File: config.mk
export PLATFORM = sky130hd
export DESIGN_NAME = vxe_mem_hub_cu_dstream_flat
export DESIGN_NICKNAME = d
export VERILOG_FILES = /design/src/rtl/vxe_mem_hub_cu_dstream_if.sv /design/src/rtl/vxe_mem_hub_cu_dstream.sv /design/src/flat_wrapper.sv
export SDC_FILE = /design/constraint.sdc
export NUM_CORES = 1
export LEC_CHECK = 0
export ABC_AREA = 1
export BUFFER_PORTS_ARGS = -buffer_cell sky130_fd_sc_hd__buf_4
export CAP_MARGIN = 20
export CORE_UTILIZATION = 51
export CTS_BUF_LIST = sky130_fd_sc_hd__clkbuf_4
export DETAILED_ROUTE_END_ITERATION = 8
export GPL_ROUTABILITY_DRIVEN = 1
export PLACE_DENSITY = 0.93
export SYNTH_ARGS = -nofsm -noshare
export SYNTH_HDL_FRONTEND = slang
export SYNTH_SLANG_ARGS = --single-unit
export TNS_END_PERCENT = 5
File: constraint.sdc
create_clock -name clk -period 2.2 [get_ports clk]
set_input_delay 0.44 -clock clk [delete_from_list [all_inputs] [get_ports clk]]
set_output_delay 0.44 -clock clk [all_outputs]
set_load 0.01 [all_outputs]
File: src/rtl/vxe_mem_hub_cu_dstream_if.sv
// Downstream response bus between the client-unit hub and its FIFO neighbours.
// Master modport is the hub side; slave modport is the surrounding FIFOs.
interface vxe_mem_hub_cu_dstream_if #(
  parameter int RSS_W = 9,
  parameter int RSD_W = 64
);
  logic             i_m_sel;
  logic             i_rss_rdy;
  logic [RSS_W-1:0] o_rss;
  logic             o_rss_wr;
  logic             i_rsd_rdy;
  logic [RSD_W-1:0] o_rsd;
  logic             o_rsd_wr;
  logic             i_m0_rss_vld;
  logic [RSS_W-1:0] i_m0_rss;
  logic             o_m0_rss_rd;
  logic             i_m0_rsd_vld;
  logic [RSD_W-1:0] i_m0_rsd;
  logic             o_m0_rsd_rd;
  logic             i_m1_rss_vld;
  logic [RSS_W-1:0] i_m1_rss;
  logic             o_m1_rss_rd;
  logic             i_m1_rsd_vld;
  logic [RSD_W-1:0] i_m1_rsd;
  logic             o_m1_rsd_rd;

  modport master (
    input  i_m_sel,
    input  i_rss_rdy,
    output o_rss,
    output o_rss_wr,
    input  i_rsd_rdy,
    output o_rsd,
    output o_rsd_wr,
    input  i_m0_rss_vld,
    input  i_m0_rss,
    output o_m0_rss_rd,
    input  i_m0_rsd_vld,
    input  i_m0_rsd,
    output o_m0_rsd_rd,
    input  i_m1_rss_vld,
    input  i_m1_rss,
    output o_m1_rss_rd,
    input  i_m1_rsd_vld,
    input  i_m1_rsd,
    output o_m1_rsd_rd
  );

  modport slave (
    output i_m_sel,
    output i_rss_rdy,
    input  o_rss,
    input  o_rss_wr,
    output i_rsd_rdy,
    input  o_rsd,
    input  o_rsd_wr,
    output i_m0_rss_vld,
    output i_m0_rss,
    input  o_m0_rss_rd,
    output i_m0_rsd_vld,
    output i_m0_rsd,
    input  o_m0_rsd_rd,
    output i_m1_rss_vld,
    output i_m1_rss,
    input  o_m1_rss_rd,
    output i_m1_rsd_vld,
    output i_m1_rsd,
    input  o_m1_rsd_rd
  );
endinterface

File: src/rtl/vxe_mem_hub_cu_dstream.sv
// Hub client-unit downstream path: master response FIFOs -> client FIFOs.
// Define VXE_CU_DS_BYPASS_EN for zero-latency combinational channels.
module vxe_mem_hub_cu_dstream #(
  parameter int RSS_W = 9,
  parameter int RSD_W = 64
) (
  input logic                     clk,
  input logic                     rst,
  vxe_mem_hub_cu_dstream_if.master bus
);

  logic             sel;
  logic             rss_vld;
  logic [RSS_W-1:0] rss_head;
  logic             rsd_vld;
  logic [RSD_W-1:0] rsd_head;
  logic             rss_pop;
  logic             rsd_pop;

  assign sel = bus.i_m_sel;

  always_comb begin
    rss_vld  = bus.i_m0_rss_vld;
    rss_head = bus.i_m0_rss;
    rsd_vld  = bus.i_m0_rsd_vld;
    rsd_head = bus.i_m0_rsd;
    if (sel) begin
      rss_vld  = bus.i_m1_rss_vld;
      rss_head = bus.i_m1_rss;
      rsd_vld  = bus.i_m1_rsd_vld;
      rsd_head = bus.i_m1_rsd;
    end
  end

`ifdef VXE_CU_DS_BYPASS_EN

  assign rss_pop      = rss_vld & bus.i_rss_rdy & ~rst;
  assign rsd_pop      = rsd_vld & bus.i_rsd_rdy & ~rst;
  assign bus.o_rss    = rss_head;
  assign bus.o_rss_wr = rss_vld & ~rst;
  assign bus.o_rsd    = rsd_head;
  assign bus.o_rsd_wr = rsd_vld & ~rst;

`else

  logic             rss_q_vld;
  logic [RSS_W-1:0] rss_q;
  logic             rss_load;
  logic             rsd_q_vld;
  logic [RSD_W-1:0] rsd_q;
  logic             rsd_load;

  // Register accepts a new word when empty or draining this cycle.
  assign rss_load = ~rss_q_vld | bus.i_rss_rdy;
  assign rsd_load = ~rsd_q_vld | bus.i_rsd_rdy;
  assign rss_pop  = rss_vld & rss_load & ~rst;
  assign rsd_pop  = rsd_vld & rsd_load & ~rst;

  always_ff @(posedge clk) begin
    if (rst) begin
      rss_q_vld <= 1'b0;
      rss_q     <= '0;
    end else if (rss_pop) begin
      rss_q_vld <= 1'b1;
      rss_q     <= rss_head;
    end else if (bus.i_rss_rdy) begin
      rss_q_vld <= 1'b0;
    end
  end

  always_ff @(posedge clk) begin
    if (rst) begin
      rsd_q_vld <= 1'b0;
      rsd_q     <= '0;
    end else if (rsd_pop) begin
      rsd_q_vld <= 1'b1;
      rsd_q     <= rsd_head;
    end else if (bus.i_rsd_rdy) begin
      rsd_q_vld <= 1'b0;
    end
  end

  assign bus.o_rss    = rss_q;
  assign bus.o_rss_wr = rss_q_vld;
  assign bus.o_rsd    = rsd_q;
  assign bus.o_rsd_wr = rsd_q_vld;

`endif

  assign bus.o_m0_rss_rd = rss_pop & ~sel;
  assign bus.o_m1_rss_rd = rss_pop & sel;
  assign bus.o_m0_rsd_rd = rsd_pop & ~sel;
  assign bus.o_m1_rsd_rd = rsd_pop & sel;

endmodule

File: src/flat_wrapper.sv
// flat-port wrapper written by rule: the top's interface ports become plain ports
module vxe_mem_hub_cu_dstream_flat 
#(
  parameter int RSS_W = 9,
  parameter int RSD_W = 64
)
  (clk, rst, bus_i_m_sel, bus_i_rss_rdy, bus_o_rss, bus_o_rss_wr, bus_i_rsd_rdy, bus_o_rsd, bus_o_rsd_wr, bus_i_m0_rss_vld, bus_i_m0_rss, bus_o_m0_rss_rd, bus_i_m0_rsd_vld, bus_i_m0_rsd, bus_o_m0_rsd_rd, bus_i_m1_rss_vld, bus_i_m1_rss, bus_o_m1_rss_rd, bus_i_m1_rsd_vld, bus_i_m1_rsd, bus_o_m1_rsd_rd);
  vxe_mem_hub_cu_dstream_if #(.RSS_W(RSS_W), .RSD_W(RSD_W)) bus_i ();
  input logic clk;
  input logic rst;
  input wire logic [$bits(bus_i.i_m_sel)-1:0] bus_i_m_sel;
  input wire logic [$bits(bus_i.i_rss_rdy)-1:0] bus_i_rss_rdy;
  output wire logic [$bits(bus_i.o_rss)-1:0] bus_o_rss;
  output wire logic [$bits(bus_i.o_rss_wr)-1:0] bus_o_rss_wr;
  input wire logic [$bits(bus_i.i_rsd_rdy)-1:0] bus_i_rsd_rdy;
  output wire logic [$bits(bus_i.o_rsd)-1:0] bus_o_rsd;
  output wire logic [$bits(bus_i.o_rsd_wr)-1:0] bus_o_rsd_wr;
  input wire logic [$bits(bus_i.i_m0_rss_vld)-1:0] bus_i_m0_rss_vld;
  input wire logic [$bits(bus_i.i_m0_rss)-1:0] bus_i_m0_rss;
  output wire logic [$bits(bus_i.o_m0_rss_rd)-1:0] bus_o_m0_rss_rd;
  input wire logic [$bits(bus_i.i_m0_rsd_vld)-1:0] bus_i_m0_rsd_vld;
  input wire logic [$bits(bus_i.i_m0_rsd)-1:0] bus_i_m0_rsd;
  output wire logic [$bits(bus_i.o_m0_rsd_rd)-1:0] bus_o_m0_rsd_rd;
  input wire logic [$bits(bus_i.i_m1_rss_vld)-1:0] bus_i_m1_rss_vld;
  input wire logic [$bits(bus_i.i_m1_rss)-1:0] bus_i_m1_rss;
  output wire logic [$bits(bus_i.o_m1_rss_rd)-1:0] bus_o_m1_rss_rd;
  input wire logic [$bits(bus_i.i_m1_rsd_vld)-1:0] bus_i_m1_rsd_vld;
  input wire logic [$bits(bus_i.i_m1_rsd)-1:0] bus_i_m1_rsd;
  output wire logic [$bits(bus_i.o_m1_rsd_rd)-1:0] bus_o_m1_rsd_rd;
  assign bus_i.i_m_sel = bus_i_m_sel;
  assign bus_i.i_rss_rdy = bus_i_rss_rdy;
  assign bus_o_rss = bus_i.o_rss;
  assign bus_o_rss_wr = bus_i.o_rss_wr;
  assign bus_i.i_rsd_rdy = bus_i_rsd_rdy;
  assign bus_o_rsd = bus_i.o_rsd;
  assign bus_o_rsd_wr = bus_i.o_rsd_wr;
  assign bus_i.i_m0_rss_vld = bus_i_m0_rss_vld;
  assign bus_i.i_m0_rss = bus_i_m0_rss;
  assign bus_o_m0_rss_rd = bus_i.o_m0_rss_rd;
  assign bus_i.i_m0_rsd_vld = bus_i_m0_rsd_vld;
  assign bus_i.i_m0_rsd = bus_i_m0_rsd;
  assign bus_o_m0_rsd_rd = bus_i.o_m0_rsd_rd;
  assign bus_i.i_m1_rss_vld = bus_i_m1_rss_vld;
  assign bus_i.i_m1_rss = bus_i_m1_rss;
  assign bus_o_m1_rss_rd = bus_i.o_m1_rss_rd;
  assign bus_i.i_m1_rsd_vld = bus_i_m1_rsd_vld;
  assign bus_i.i_m1_rsd = bus_i_m1_rsd;
  assign bus_o_m1_rsd_rd = bus_i.o_m1_rsd_rd;
  vxe_mem_hub_cu_dstream #(.RSS_W(RSS_W), .RSD_W(RSD_W)) u_core (.clk(clk), .rst(rst), .bus(bus_i));
endmodule
==> results of run 1 <==
-- worst max path at each step --
stage                        startpoint              end  slack [ns]  cells past startpoint
global route        u_core.bus.o_rsd_wr  bus_o_m0_rsd_rd        0.30                      4
global placement            bus_i_m_sel  bus_o_m0_rsd_rd        0.51                      4
finish              u_core.bus.o_rsd_wr  bus_o_m0_rsd_rd        0.39                      4
detailed placement          bus_i_m_sel  bus_o_m0_rsd_rd        0.46                      4
floorplan                   bus_i_m_sel  bus_o_m0_rsd_rd        0.49                      8
CTS                 u_core.bus.o_rsd_wr  bus_o_m0_rsd_rd        0.35                      4
-- layer usage --
metal	vias up	part of all wire, %
met1	2227	40
met4	0	2.7
met3	27	7.2
met5	-	0
li1	2793	-
met2	165	50
-- registers in the layout, summed over array words and instances, names as in the netlist --
name,count
u_core.bus.o_rsd,64
u_core.bus.o_rsd_wr,1
u_core.bus.o_rss,9
u_core.bus.o_rss_wr,1
-- layout by cell type, fill, tap and decap left out, types with 2 or more instances in the layout --
cell type  count
clkinv_1       3
o21ai_0        2
nor2_1       225
buf_4        237
inv_1        152
a21oi_1       73
dfxtp_1       75
bufinv_16      3
nand2_1      153
nand3_1       73
clkbuf_4       9
buf_12         6
-- power by group through the flow --
stage          Sequential, uW  Combinational, uW  Clock, uW
6_report                 1520               1020       1040
5_1_grt                  1530               1140       1130
4_1_cts                  1520               1030       1060
3_5_place_dp             1550               1020          0
3_3_place_gp             1540               1000          0
2_1_floorplan            1590                534          0
-- cells by family after synthesis --
logic type	synth area share (%)
AND/OR/NAND/NOR	38.6
buffers and inverters	20.5
AO/OA/AOI/OAI	8.48
flip-flops	32.4
-- layout make-up --
type                            count  area share [%]
Multi-Input combinational cell    529            33.9
Tap cell                          108            2.08
Clock inverter                      7            1.64
Inverter                          154            8.95
Sequential cell                    75            23.1
Clock buffer                        9            1.04
Timing Repair Buffer              243            29.3
-- worst max-delay path, cell delays in order (launching register included) --
cell	delay, ns
dfxtp_1	0.37
a21oi_4	0.21
nand2_1	0.12
nor2_1	0.13
buf_4	0.14
-- through the flow --
stage               instances  utilization (%)  cell area [um2]  setup slack, ns
floorplan                 814                -             4630            0.491
global placement         1109             72.0             6310            0.507
detailed placement       1109             72.0             6310            0.461
CTS                      1125             74.0             6490            0.351
global route             1125             74.0             6490            0.296
finish                   1125             74.0             6490            0.391
==> reports/results.ini, run 1 <==
[pwr]
power_frac_clock_pct=29.0
p_per_area_mw_per_mm2=551
finalPower_uw=3580
p_leak_uw=0.00395
vdd_drop_max_v=0.000355
p_int_uw=2530
sw_frac_of_total_pct=29.2
pwr-share-comb_pct=28.5
power_switching_uw=1040
pwr-share-seq_pct=42.4

[yosys]
ys.flop_type=dfxtp_1
synth_top_area_cell=dfxtp_1
synthArstFlopShare_pct=0
syn_area_mm2=0.00463
yosysMostFrequentCell=nor2_1
ys_warn_count=0
synth_edf_count=0
synth.avg_cell_area_um2=5.69
synth_common_cells=nor2_1, inv_1, nand2_1, dfxtp_1
synth_area_leaders=dfxtp_1, nor2_1, inv_1, nand2_1, a21oi_1
synth_seq_cells=75
syn-num-nets=969
ys_types=15
syn_inst=814
synth_top_cell_area_share_pct=32.4
ys_seq_area_share_pct=32.4

[timing]
setup_tns_ns=0
finalSetupViolations=0
hold_violations=0
slew_viol_final=0
rsz0062_at_grt=false
worst_slew_pin_slew_ns=0.479
slew-limit-headroom_pct=68.1
fin_crit_sh_pct=82.2
clock_skew_ns=0.0157
fmax_mhz=553
min_period_ns=1.81
hold_slack_ns=0.374

[clock_tree]
htreeDepth=3
root_buffer=clkbuf_4
cts_num_sinks=75
cts_buffer_depth=2
cts_setup_buffers=0
clk_pin_slew_ns=0.13
clkLatencyLatePin_ns=0.40
cts-resized-gates=0
tritoncts=yes
cts_buffers=9
ctsHoldBuffers=0

[placed_design]
gp_congestion=0.810
port_buffers=233
hpwl_um=8880

[critical_path]
r2r-start=u_core.bus.o_rsd_wr
crit_type=reg2out
r2r_slack_ns=0.79
crit_path_start_kind=flip-flop
r2r-end=u_core.bus.o_rsd[6]
path_max_fanout=3
required_ns=1.76
worstPathArrival_ns=1.37
cp-end-kind=output port
reg2reg_depth=5

[floorplanning]
pin_count=234
coreArea_mm2=0.00876
die_w_um=97.3
die_y_um=97.3
num_rows=34
dieArea_mm2=0.00947
initial_core_util_pct=52.9

[global_routing]
track_usage_pct=25.9
grt_overflow=0
grt_start_max_net_pins=97
grt_pass1_wl_um=20400
grt_busiest_layer=met2
met1_usage_pct=28.3
globalRouteMet3Util_pct=6.98
grt_pass1_vias=4734
grt_antenna_before_repair=0
use_met2_pct=47.3

[flow_run]
drv_cap=0

[finish]
drive_gt1_share_pct=25.7
fin_nets=1167
multi_input_area_mm2=0.00220
area_delta_synth_final_pct=40.0
ff_latch_area_mm2=0.00150
insertedDiodeCount=0
fillers=765

[min_path]
whs_endpoint=u_core.bus.o_rss_wr
hp-start=bus_i_rss_rdy
min_path_cells=4
hp-class=in2reg

[routing]
route.detailed.drc=0
drt_iter0_markers=179
detail-route-antenna-nets=0
avgViaCountPerCell=4.63
first_pass_iters=5
wl_um=12300
vias=5212
routedWlPerCell_um=10.9

[status]
status=complete, no violations

Power figures use the tool's default switching activity.
==> run 2, diff against run 1 <==
--- a/config.mk
+++ b/config.mk
@@ -5,14 +5,14 @@
 export SDC_FILE = /design/constraint.sdc
 export NUM_CORES = 1
 export LEC_CHECK = 0
-export ABC_AREA = 1
+export ABC_AREA = 0
 export BUFFER_PORTS_ARGS = -buffer_cell sky130_fd_sc_hd__buf_4
 export CAP_MARGIN = 20
-export CORE_UTILIZATION = 51
+export CORE_UTILIZATION = 40
 export CTS_BUF_LIST = sky130_fd_sc_hd__clkbuf_4
 export DETAILED_ROUTE_END_ITERATION = 8
 export GPL_ROUTABILITY_DRIVEN = 1
-export PLACE_DENSITY = 0.93
+export PLACE_DENSITY = 0.83
 export SYNTH_ARGS = -nofsm -noshare
 export SYNTH_HDL_FRONTEND = slang
 export SYNTH_SLANG_ARGS = --single-unit
==> constraint.sdc (replaced) <==
create_clock -name clk -period 1.5 [get_ports clk]
set_input_delay 0.3 -clock clk [delete_from_list [all_inputs] [get_ports clk]]
set_output_delay 0.3 -clock clk [all_outputs]
set_load 0.01 [all_outputs]
==> run 2 against run 1 <==
Effect of this change: register-to-register slack lost 0.71 ns; die area grew 4.8%; critical path type unchanged; cell area shrank 11%; synthesized cell count shrank 54%; clock skew shrank 0.0021 ns; routed wire length shrank 7.5%; first-iteration DRC count shrank 39%; clock-buffer cell count grew 1; critical path depth shrank 1; the run now ends with negative setup slack left; sequential power grew 46%; core utilization shrank 11 points; combinational power grew 33%.
==> reports/results.ini, run 2 <==
[critical_path]
crit_type=reg2out  ; unchanged
crit_path_start_kind=flip-flop  ; unchanged
required_ns=1.20  ; was 1.76 ns
cp-end-kind=output port  ; unchanged
worstPathCellList=nor2b_4, nor4b_2, buf_4  ; was a21oi_4, nand2_1, nor2_1, buf_4
path_max_fanout=3  ; unchanged
cpMaxStageDelayCell=dfxtp_2  ; was dfxtp_1
worstPathArrival_ns=1.24  ; was 1.37 ns
slowest_delay_ns=0.33  ; was 0.37 ns

[finish]
insertedDiodeCount=0  ; unchanged
fin_nets=735  ; was 1167
drive_gt1_share_pct=46.7  ; was 25.7%
fillers=748  ; was 765
final_common_cell=buf_4  ; unchanged
fin_cells=714  ; was 1125
area_delta_synth_final_pct=51.6  ; was 40.0%
final_util_pct=62.6  ; was 74.0%
most-common-layout-cells=buf_4, mux2i_1, dfxtp_1  ; was buf_4, nor2_1, nand2_1
largest_reg_flops=64  ; unchanged
ff_latch_area_mm2=0.00150  ; about the same
multi_input_area_mm2=0.00199  ; was 0.00220 mm2

[clock_tree]
clkLatencyLatePin_ns=0.40  ; about the same
htreeDepth=3  ; unchanged
cts_buffer_depth=2  ; unchanged
ctsHoldBuffers=0  ; unchanged
root_buffer=clkbuf_4  ; unchanged
cts_buffers=9  ; unchanged
tritoncts=yes  ; unchanged
clk_pin_slew_ns=0.12  ; was 0.13 ns
cts_num_sinks=75  ; unchanged

[timing]
fmax_mhz=649
worst_slew_pin_slew_ns=0.331  ; was 0.479 ns
fin_crit_sh_pct=103
slew_viol_final=0  ; unchanged
min_period_ns=1.54
clock_skew_ns=0.0137  ; was 0.0157 ns
setup_ws_ns=-0.0400  ; was 0.391 ns
rsz0062_at_grt=true  ; was false
slew-limit-headroom_pct=77.9  ; was 68.1%
finalSetupViolations=2  ; was 0
hold_violations=0  ; unchanged

[routing]
routedWlPerCell_um=15.9  ; was 10.9 um
vias=3951  ; was 5212
detail-route-antenna-nets=0  ; unchanged
drt_iter0_markers=109  ; was 179
wl_um=11400  ; was 12300 um
route.detailed.drc=0  ; unchanged
avgViaCountPerCell=5.53  ; was 4.63
first_pass_iters=6  ; was 5

[yosys]
ys_seq_area_share_pct=39.4  ; was 32.4%
synth_edf_count=0  ; unchanged
syn_inst=374  ; was 814
ys_types=21  ; was 15
synthArstFlopShare_pct=0  ; unchanged
syn_area_mm2=0.00381  ; was 0.00463 mm2
synth.avg_cell_area_um2=10.2  ; was 5.69 um2
synth_top_area_cell=dfxtp_1  ; unchanged
yosysMostFrequentCell=dfxtp_1  ; was nor2_1
synth_common_cells=dfxtp_1, mux2i_1, a311oi_1, a31oi_1, clkbuf_1  ; was nor2_1, inv_1, nand2_1, dfxtp_1
synth_seq_cells=75  ; unchanged
synth_area_leaders=dfxtp_1, mux2i_1, a311oi_1, a31oi_1, buf_6  ; was dfxtp_1, nor2_1, inv_1, nand2_1, a21oi_1
synth_top_cell_area_share_pct=39.4  ; was 32.4%
ys_warn_count=0  ; unchanged
syn-num-nets=529  ; was 969
ys.flop_type=dfxtp_1  ; unchanged

[min_path]
hp-class=in2reg  ; unchanged

[floorplanning]
die_y_um=99.6  ; was 97.3 um
initial_core_util_pct=41.3  ; was 52.9%
coreArea_mm2=0.00924  ; was 0.00876 mm2
pin_count=234  ; unchanged
die_w_um=99.6  ; was 97.3 um
num_rows=35  ; was 34
dieArea_mm2=0.00993  ; was 0.00947 mm2

[global_routing]
grt_start_max_net_pins=73  ; was 97
grt_antenna_before_repair=0  ; unchanged
track_usage_pct=21.7  ; was 25.9%
grt_pass1_wl_um=17300  ; was 20400 um
grt_overflow=0  ; unchanged
grt_pass1_vias=3672  ; was 4734

[placed_design]
port_buffers=233  ; unchanged
gp_congestion=0.867  ; was 0.810
placed_cells=695  ; was 1109
hpwl_um=8190  ; was 8880 um

[pwr]
vdd_drop_max_v=0.000381  ; was 0.000355 V
p_leak_uw=0.00265  ; was 0.00395 uW
p_per_area_mw_per_mm2=852  ; was 551 mW/mm2

[status]
status=complete, but fails checks  ; was complete, no violations
violations=negative setup slack

[flow_run]
drv_cap=0  ; unchanged

run 2: cell count changes after synthesis, sizes merged, moves of 30 or more:
cell	delta
a21oi	-74
a311oi	+64
a31oi	+64
buf	-31
clkbuf	+30
inv	-153
mux2i	+74
nand2	-143
nand3	-73
nor2	-223
run 2: area by class of cell:
| type | instances | share of cell area, % |
|---|---|---|
| multi-input cells | 243 | 34.5 |
| well taps | 129 | 2.79 |
| clock buffers | 10 | 1.30 |
| clock inverters | 6 | 1.38 |
| flip-flops and latches | 75 | 26.0 |
| inverters | 1 | 0.0649 |
| repair buffers | 250 | 34.0 |
run 2: metal layers:
metal,GRT usage [%],up-vias,share of wire [%]
li1,-,1938,-
met1,24.7,1822,39
met2,39.2,164,51
met3,4.15,27,6.3
met4,10.2,0,2.8
met5,0,-,0
run 2: cells by family after synthesis:
kind of cell / count (synthesis) / share of synthesized area [%]
AO/OA/AOI/OAI: 138 / 27.1
buffers and inverters: 56 / 9.28
flip-flops: 75 / 39.4
multiplexers: 75 / 19.8
AND/OR/NAND/NOR: 30 / 4.43
run 2: worst max-delay path: cells and delay by family (launching register included):
family                 cells  cell delay, ns
buffers and inverters      1            0.17
flip-flops                 1            0.33
AND/OR/NAND/NOR            2            0.35
run 2: path summary, 6_finish.rpt:
path	from	end	slack, ns	cells past startpoint
worst max-delay path	u_core.bus.o_rsd_wr	bus_o_m0_rsd_rd	-0.04	3
worst min-delay path	bus_i_rss_rdy	u_core.bus.o_rss_wr	0.18	3
worst max register to register	u_core.bus.o_rss_wr	u_core.bus.o_rss[1]	0.08	5
worst min register to register	u_core.bus.o_rss[3]	u_core.bus.o_rss[3]	0.50	2
run 2: through the flow:
| step | setup slack (ns) | TNS (ns) | total power [uW] | instance area, um2 | hold WS, ns |
|---|---|---|---|---|---|
| 2_1_floorplan | -0.0606 | -0.0606 | 2950 | 3820 | 0.466 |
| 3_5_place_dp | -0.0216 | -0.0716 | 3610 | 5580 | 0.478 |
| 4_1_cts | -0.120 | -0.213 | 4970 | 5780 | 0.148 |
| 3_3_place_gp | 0.0515 | 0 | 3560 | 5580 | 0.477 |
| 5_1_grt | -0.109 | -0.282 | 5180 | 5780 | 0.194 |
| 6_report | -0.0400 | -0.0776 | 4930 | 5780 | 0.181 |
run 2: where the power goes:
part	leakage, uW	internal, uW	switching, uW	total [uW]
Clock	0.0000815	682	669	1350
Sequential	0.000617	2140	80.5	2220
Combinational	0.00195	739	616	1360
Total	0.00265	3560	1370	4930
run 2: repair_timing:
action | in CTS | in global routing
gates resized for setup | 6 | 1
pin swaps | 2 | 1
buffers inserted | 3 | 0
endpoints found under the setup margin | 4 | 4
